[src/rtl/onekiwi_pkg.sv]
// rtl/onekiwi_pkg.sv - shared opcode, ALU source and width definitions for onekiwi_cpu
package onekiwi_pkg;

    localparam int KIWI_AW = 4;
    localparam int KIWI_DW = 8;

    typedef enum logic [3:0] {
        OP_ADD_A  = 4'h0,
        OP_MOV_AB = 4'h1,
        OP_IN_A   = 4'h2,
        OP_MOV_AI = 4'h3,
        OP_MOV_BA = 4'h4,
        OP_ADD_B  = 4'h5,
        OP_IN_B   = 4'h6,
        OP_MOV_BI = 4'h7,
        OP_OUT_B  = 4'h9,
        OP_OUT_I  = 4'hB,
        OP_HLT    = 4'hD,
        OP_JNC    = 4'hE,
        OP_JMP    = 4'hF
    } opcode_e;

    localparam logic [1:0] SRC_A    = 2'd0;
    localparam logic [1:0] SRC_B    = 2'd1;
    localparam logic [1:0] SRC_IN   = 2'd2;
    localparam logic [1:0] SRC_ZERO = 2'd3;

endpackage

[src/rtl/ifetch_decode_decoder.sv]
// rtl/ifetch_decode_decoder.sv - combinational opcode decoder (instr_decoder)
module instr_decoder
    import onekiwi_pkg::*;
(
    input  logic [3:0] op,
    input  logic       carry_q,
    output logic [1:0] src_sel,
    output logic       ld_a,
    output logic       ld_b,
    output logic       ld_out,
    output logic       jump_raw,
    output logic       is_add,
    output logic       is_hlt
);

    always_comb begin
        src_sel  = SRC_ZERO;
        ld_a     = 1'b0;
        ld_b     = 1'b0;
        ld_out   = 1'b0;
        jump_raw = 1'b0;
        is_add   = 1'b0;
        is_hlt   = 1'b0;
        case (opcode_e'(op))
            OP_ADD_A:  begin src_sel = SRC_A;    ld_a = 1'b1; is_add = 1'b1; end
            OP_MOV_AB: begin src_sel = SRC_B;    ld_a = 1'b1; end
            OP_IN_A:   begin src_sel = SRC_IN;   ld_a = 1'b1; end
            OP_MOV_AI: begin src_sel = SRC_ZERO; ld_a = 1'b1; end
            OP_MOV_BA: begin src_sel = SRC_A;    ld_b = 1'b1; end
            OP_ADD_B:  begin src_sel = SRC_B;    ld_b = 1'b1; is_add = 1'b1; end
            OP_IN_B:   begin src_sel = SRC_IN;   ld_b = 1'b1; end
            OP_MOV_BI: begin src_sel = SRC_ZERO; ld_b = 1'b1; end
            OP_OUT_B:  begin src_sel = SRC_B;    ld_out = 1'b1; end
            OP_OUT_I:  begin src_sel = SRC_ZERO; ld_out = 1'b1; end
            OP_HLT:    is_hlt = 1'b1;
            OP_JNC:    jump_raw = ~carry_q;
            OP_JMP:    jump_raw = 1'b1;
            default:   ;
        endcase
    end

endmodule

[src/rtl/ifetch_decode.sv]
// rtl/ifetch_decode.sv - program store, decode, carry/halt state and retired counter
module ifetch_decode
    import onekiwi_pkg::*;
#(
    parameter int DEPTH = 16,
    parameter int AW    = KIWI_AW,
    parameter int DW    = KIWI_DW,
    parameter int CNTW  = 8
) (
    input  logic            clk,
    input  logic            nrst,
    input  logic [AW-1:0]   adr,
    input  logic            prog_mode,
    input  logic            prog_we,
    input  logic [AW-1:0]   prog_adr,
    input  logic [DW-1:0]   prog_data,
    input  logic            alu_carry,
    output logic            jump,
    output logic [AW-1:0]   jump_tgt,
    output logic [3:0]      imm,
    output logic [1:0]      src_sel,
    output logic            ld_a,
    output logic            ld_b,
    output logic            ld_out,
    output logic            carry_q,
    output logic            halted,
    output logic [CNTW-1:0] retired
);

    logic [DW-1:0]   mem_q [DEPTH];
    logic [DW-1:0]   instr;
    logic            halted_q, halted_d;
    logic            carry_d;
    logic [CNTW-1:0] retired_q, retired_d;
    logic            exec;
    logic            dec_ld_a, dec_ld_b, dec_ld_out, jump_raw, is_add, is_hlt;

    // Asynchronous read: a same-cycle write to adr is only seen after the edge.
    assign instr = mem_q[adr];
    assign imm   = instr[3:0];
    assign exec  = ~prog_mode & ~halted_q;

    instr_decoder u_dec (
        .op       (instr[DW-1:DW-4]),
        .carry_q  (carry_q),
        .src_sel  (src_sel),
        .ld_a     (dec_ld_a),
        .ld_b     (dec_ld_b),
        .ld_out   (dec_ld_out),
        .jump_raw (jump_raw),
        .is_add   (is_add),
        .is_hlt   (is_hlt)
    );

    // Programming forces pc to 0; halt parks pc on the current address.
    always_comb begin
        jump     = jump_raw;
        jump_tgt = AW'(instr[3:0]);
        ld_a     = dec_ld_a;
        ld_b     = dec_ld_b;
        ld_out   = dec_ld_out;
        if (prog_mode) begin
            jump     = 1'b1;
            jump_tgt = '0;
            ld_a     = 1'b0;
            ld_b     = 1'b0;
            ld_out   = 1'b0;
        end else if (halted_q) begin
            jump     = 1'b1;
            jump_tgt = adr;
            ld_a     = 1'b0;
            ld_b     = 1'b0;
            ld_out   = 1'b0;
        end
    end

    always_comb begin
        carry_d   = carry_q;
        halted_d  = halted_q;
        retired_d = retired_q;
        if (exec) begin
            carry_d   = is_add & alu_carry;
            retired_d = retired_q + CNTW'(1);
            if (is_hlt) begin
                halted_d = 1'b1;
            end
        end
        if (prog_mode) begin
            halted_d = 1'b0;
        end
    end

    always_ff @(posedge clk or negedge nrst) begin
        if (!nrst) begin
            for (int i = 0; i < DEPTH; i++) begin
                mem_q[i] <= '0;
            end
            carry_q   <= 1'b0;
            halted_q  <= 1'b0;
            retired_q <= '0;
        end else begin
            carry_q   <= carry_d;
            halted_q  <= halted_d;
            retired_q <= retired_d;
            if (prog_mode && prog_we) begin
                mem_q[prog_adr] <= prog_data;
            end
        end
    end

    assign halted  = halted_q;
    assign retired = retired_q;

endmodule

[config.mk]
export PLATFORM = sky130hd
export DESIGN_NAME = ifetch_decode
export DESIGN_NICKNAME = d
export VERILOG_FILES = /design/src/rtl/onekiwi_pkg.sv /design/src/rtl/ifetch_decode_decoder.sv /design/src/rtl/ifetch_decode.sv
export SDC_FILE = /design/constraint.sdc
export NUM_CORES = 1
export LEC_CHECK = 0
export BUFFER_PORTS_ARGS = -buffer_cell sky130_fd_sc_hd__buf_2
export CAP_MARGIN = 30
export CORE_ASPECT_RATIO = 0.75
export CORE_MARGIN = 2
export CORE_UTILIZATION = 50
export CTS_BUF_LIST = sky130_fd_sc_hd__clkbuf_16
export CTS_CLUSTER_SIZE = 12
export DETAILED_ROUTE_END_ITERATION = 10
export PLACE_DENSITY = 0.77
export SLEW_MARGIN = 20
export SYNTH_ARGS = -nofsm -noshare
export SYNTH_HDL_FRONTEND = slang
export SYNTH_SLANG_ARGS = --single-unit
[constraint.sdc]
create_clock -name clk -period 3 [get_ports clk]
set_clock_uncertainty 0.1 [all_clocks]
set_input_delay 0.6 -clock clk [delete_from_list [all_inputs] [get_ports clk]]
set_output_delay 0.6 -clock clk [all_outputs]
set_load 0.02 [all_outputs]
# ---- After elaboration in Yosys (flattened, before gate mapping)
# Index checks and enable logic that the tools add are counted.
dict set report classes {
  eq_ne 12
  n_bitwise 7
  magnitude_cmp 3
  reduce_logical 13
  mux 26
  add_sub_neg 1
}
# cell count
set op_table {}
lappend op_table {{$bwmux 128} 1}
lappend op_table {{$bmux 8 s4} 1}
lappend op_table {{$demux 8 s4} 1}
lappend op_table {{$mux 8} 3}
lappend op_table {{$eq 4x4->1 const B} 5}
lappend op_table {{$eq 4x3->1 const B} 4}
lappend op_table {{$mux 1} 16}
lappend op_table {{$ge 5x5->1 const B} 2}
lappend op_table {{$not 4->5} 2}
lappend op_table {{$add 8x1->8 const B} 1}
lappend op_table {{$eq 4x2->1 const B} 2}
lappend op_table {{$mux 4} 2}
lappend op_table {{$reduce_or 2->1} 4}
lappend op_table {{$reduce_or 4->1} 2}
lappend op_table {{$pmux 2 s3} 1}
lappend op_table {{$lt 5x1->1 const B} 1}
lappend op_table {{$eq 4x1->1 const B} 1}
lappend op_table {{$logic_not 4->1} 1}
lappend op_table {{$reduce_bool 2->1} 2}
lappend op_table {{$not 1->1} 3}
lappend op_table {{$reduce_or 3->1} 1}
lappend op_table {{$and 1x1->1} 2}
lappend op_table {{$logic_and 1x1->1} 2}
lappend op_table {{$pmux 1 s2} 1}
lappend op_table {{$reduce_and 2->1} 1}
dict set report word_totals {
  regBits 138
  word_cells 81
}

# ---- Depth between registers and ports, before layout
dict set report depth {
  ltp_word 9
  depth_mapped 8
  ltp_nobuf 5
}

# ---- By module
# From an unflattened synthesis, not the netlist that was laid out.
dict set report hier_totals {
  cells_unflattened 446
  hier_area_um2 6646.4
}
# mod seq_area_each_um2 area_per_inst_um2 instances cells_per_inst
set by_module_without_submodules {}
lappend by_module_without_submodules {ifetch_decode 3453.3 6575.1 1 432}
lappend by_module_without_submodules {instr_decoder 0.0 71.3 1 14}

# ---- Least setup slack after synthesis
# No wires, ideal clock.
dict set report synth_timing {
  kind {input-to-output}
  from {input port adr[0]}
  to {output port ld_out}
  t_arrival_ns 2.476
  cell_stages 6
  slack_ns -0.176
  path_cell_list {buf_6 buf_8 mux4_2 a22oi_1 nand3_2 nor4b_1}
}
dict set report synth_via {
  elab_chain_cells 9
}
# element line_no
set synth_rtl {}
lappend synth_rtl {{from (decl)} ifetch_decode.sv:12} ;# input logic [AW-1:0] adr,
lappend synth_rtl {{$not 4->5 (not written as such) (*)} ifetch_decode.sv:39} ;# assign instr = mem_q[adr];
lappend synth_rtl {{$bmux 8 s4 (*)} ifetch_decode.sv:39}
lappend synth_rtl {{$mux 8 (not written as such) (*) (2 in series)} ifetch_decode.sv:39}
lappend synth_rtl {{$eq 4x4->1} ifetch_decode_decoder.sv:24} ;# case (opcode_e'(op))
lappend synth_rtl {{$reduce_or 2->1 (no source line) (*)} -}
lappend synth_rtl {{$mux 1 (*)} ifetch_decode_decoder.sv:24}
lappend synth_rtl {{$mux 1 (*)} ifetch_decode.sv:68} ;# end else if (halted_q) begin
lappend synth_rtl {{$mux 1 (*)} ifetch_decode.sv:62} ;# if (prog_mode) begin
lappend synth_rtl {{to (decl)} ifetch_decode.sv:24} ;# output logic ld_out,
# Every way passes the cells marked *; elsewhere a longest branch is shown, timed or not. The select of a mux whose other input is x is not followed.

# ---- Worst setup path after layout
dict set report layout_timing {
  from {input port adr[0]}
  to {output port jump}
}
dict set report layout_via {
  elab_chain_cells 8
}
# element line_no
set layout_rtl {}
lappend layout_rtl {{$not 4->5 (not written as such) (*)} ifetch_decode.sv:39}
lappend layout_rtl {{$bmux 8 s4 (*)} ifetch_decode.sv:39}
lappend layout_rtl {{$mux 8 (not written as such) (*) (2 in series)} ifetch_decode.sv:39}
lappend layout_rtl {{$eq 4x4->1} ifetch_decode_decoder.sv:24}
lappend layout_rtl {{$pmux 1 s2 (*)} ifetch_decode_decoder.sv:24}
lappend layout_rtl {{$mux 1 (*)} ifetch_decode.sv:68}
lappend layout_rtl {{$mux 1 (*)} ifetch_decode.sv:62}
lappend layout_rtl {{to (decl)} ifetch_decode.sv:18} ;# output logic jump,
# Marks and branches as above.

==> metrics.cfg <==
[die]
num_io_pins = 45
core_area_mm2 = 0.0124
start_util_pct = 52.0
die_area_mm2 = 0.0139
die_x_um = 135
placementRows = 35
die_y_um = 102

[place]
dp.cells = 647
routabilityCongestion = 0.804
dpl.hpwl_um = 10500
port_buffers = 44

[yosys]
ys_types = 42
avgSynthCellArea_um2 = 15.5
syn_area_mm2 = 0.00647
syn_inst = 418
yosysSeqAreaShare_pct = 53.4
ys_seq_elements = 138
synth_edf_count = 0
synth_top_area_share_pct = 53.4
synth_flop_cell = dfrtp_1
synth_fp_nets = 440
yosysTopAreaCell = dfrtp_1
synth_area_leaders = dfrtp_1 53%, mux2_2 22%, mux4_2 9.8%
ys_async_sr_fraction_pct = 100
yosysWarningCount = 0

[grt]
antenna_found_initial = 0
grt_pass1_wl_um = 24600
grt_max_degree = 77
grtUsageTotal_pct = 24.3
grt_pass1_vias = 4301
overflow = 0

[setup_path]
setup.worst_path.start_class = input port
rr_worst_depth = 7
critPathBufInv = 3
path_cells = buf_12 -> buf_12 -> mux4_2 -> a22oi_2 -> and3_4 -> a211oi_2 -> a211o_1 -> buf_6
worstPathRequired_ps = 2300
reg2reg_slack_ps = 830
slowest_delay_ps = 520
cp_max_fo = 8
critical_path_depth = 8
critPathKind = in2out
cp_slowest_cell = mux4_2
cp-end-kind = primary output
cp_common_cell = buf_12
critPathArrivalTime_ps = 2330
rr_endpoint = carry_q
cpLargestDelayFamily = compound AO/OA/AOI/OAI gates
timing.rr.start = mem_q[103]

[power_and_ir_drop]
leakage_nw = 3.59
p_per_area_mw_per_mm2 = 731
peakVddDrop_mv = 0.432

[clock_tree]
clkTransAtPathRegs_ps = 60
clockBufferDepth = 2
cts_sinks = 138
root_buffer = clkbuf_16
ctsHtreeMaxLevel = 4
insertion_delay_ps = 420
tritoncts = done
cts_buffers = 17

[sta]
fin_ws_ps = -28.3
max-slew-margin-rel_pct = 50.6
period_share_pct = 101
period_minus_slack_ps = 3030
rsz0062_at_grt = true
max_slew.worst_pin.slew_ps = 741
setup_viol = 1
fin_tns_setup_ps = -28.3
hold_ws_ps = 98.5
hold_violations = 0
fmax_ghz = 0.330
slew_viol_final = 0

[drt]
vias = 4068
postRouteWirelength_um = 15700
drc_errors = 0
routedWlPerCell_um = 22.9
ant_nets = 0
dr.first_iter.drc_count = 298
drt-vias-per-instance = 5.93
firstDrtPassIters = 4

[run]
cap_viol_max_count = 0

[layout]
nets = 529
layout_commonest_cell = dfrtp_1
final_cell_mix = 138 x dfrtp_1, 129 x mux2_2, 45 x buf_4, 35 x buf_2, 34 x mux4_2
layout-drive-gt1-share_pct = 59.4
syn_to_final_growth_pct = 22.2
finalNonFillerCells = 686
diodes = 0
fillers = 902

[run_status]
status = complete, but fails checks
violations = negative setup slack

[worst_hold_path]
min_path_type = in2async

==> kinds of logic after synthesis <==
family	Yosys count	share of synthesized area, %
muxes	165	35.5
AOI/OAI and AO/OA	14	1.59
adders and majority gates	1	0.193
buffers and inverters	26	2.98
and+or+nand+nor	67	5.44
xor gates and xnor gates	7	0.948
DFF	138	53.4
==> flip-flops by register name (all words and copies together), names as in the netlist <==
signal	count
mem_q	128
retired	8
carry_q	1
halted	1
==> layout make-up <==
cell class,count,area (µm²),area share [%]
clock buffers,17,425,5.38
flip-flops and latches,138,3450,43.7
repair buffers,95,776,9.82
well taps,166,208,2.63
clock inverters,15,159,2.01
inverters,1,3.75,0.0475
multi-input cells,254,2880,36.4
==> per-layer routing <==
| metal | vias up | share of wire, % | GRT usage [%] |
|---|---|---|---|
| li1 | 1751 | - | - |
| met1 | 2173 | 44 | 34.2 |
| met2 | 129 | 47 | 37.1 |
| met3 | 15 | 7.3 | 6.93 |
| met4 | 0 | 1.2 | 8.41 |
| met5 | - | 0 | 0 |
==> report_power, final <==
group	total, mW	internal, mW	leakage [nW]	switching [mW]
Sequential	2.49	2.25	1.76	0.244
Clock	2.08	1.29	0.290	0.785
Combinational	1.21	0.678	1.54	0.528
Total	5.77	4.22	3.59	1.56
==> cells in the mapped netlist, types with 3 or more instances <==
library cell / n
a21oi_1: 5
a22oi_1: 3
and3_1: 3
buf_2: 3
buf_6: 3
clkbuf_1: 12
dfrtp_1: 138
mux2_2: 129
mux4_1: 8
mux4_2: 28
nand2_1: 21
nand3_1: 8
nand4_1: 3
nor2_1: 16
xnor2_1: 5
==> worst max-delay path by stage <==
stage	startpoint	end	slack (ps)
3_3_place_gp	adr[0]	jump	-100
2_1_floorplan	adr[0]	jump_tgt[0]	20
6_report	adr[0]	jump	-30
5_1_grt	adr[0]	jump	-60
3_5_place_dp	adr[0]	jump	-170
4_1_cts	adr[0]	jump	2
==> what timing repair did <==
action,in CTS,in global routing
pin swaps,5,8
setup endpoints to repair,11,8
gates cloned,2,0
hold endpoints to repair,0,0
hold buffers,0,0
setup buffers,4,1
gates resized for setup,17,24
==> through the flow <==
stage / power, mW / instance area, µm² / setup slack (ps) / util [%]
floorplan: 3.23 / 6480 / 21.6 / -
global placement: 3.56 / 7120 / -105 / 57.3
detailed placement: 3.64 / 7120 / -167 / 57.3
CTS: 5.75 / 7830 / 1.96 / 63.0
global route: 6.02 / 7900 / -60.1 / 63.5
finish: 5.77 / 7900 / -28.3 / 63.5
Note: power is estimated with default switching activity, not from simulation.
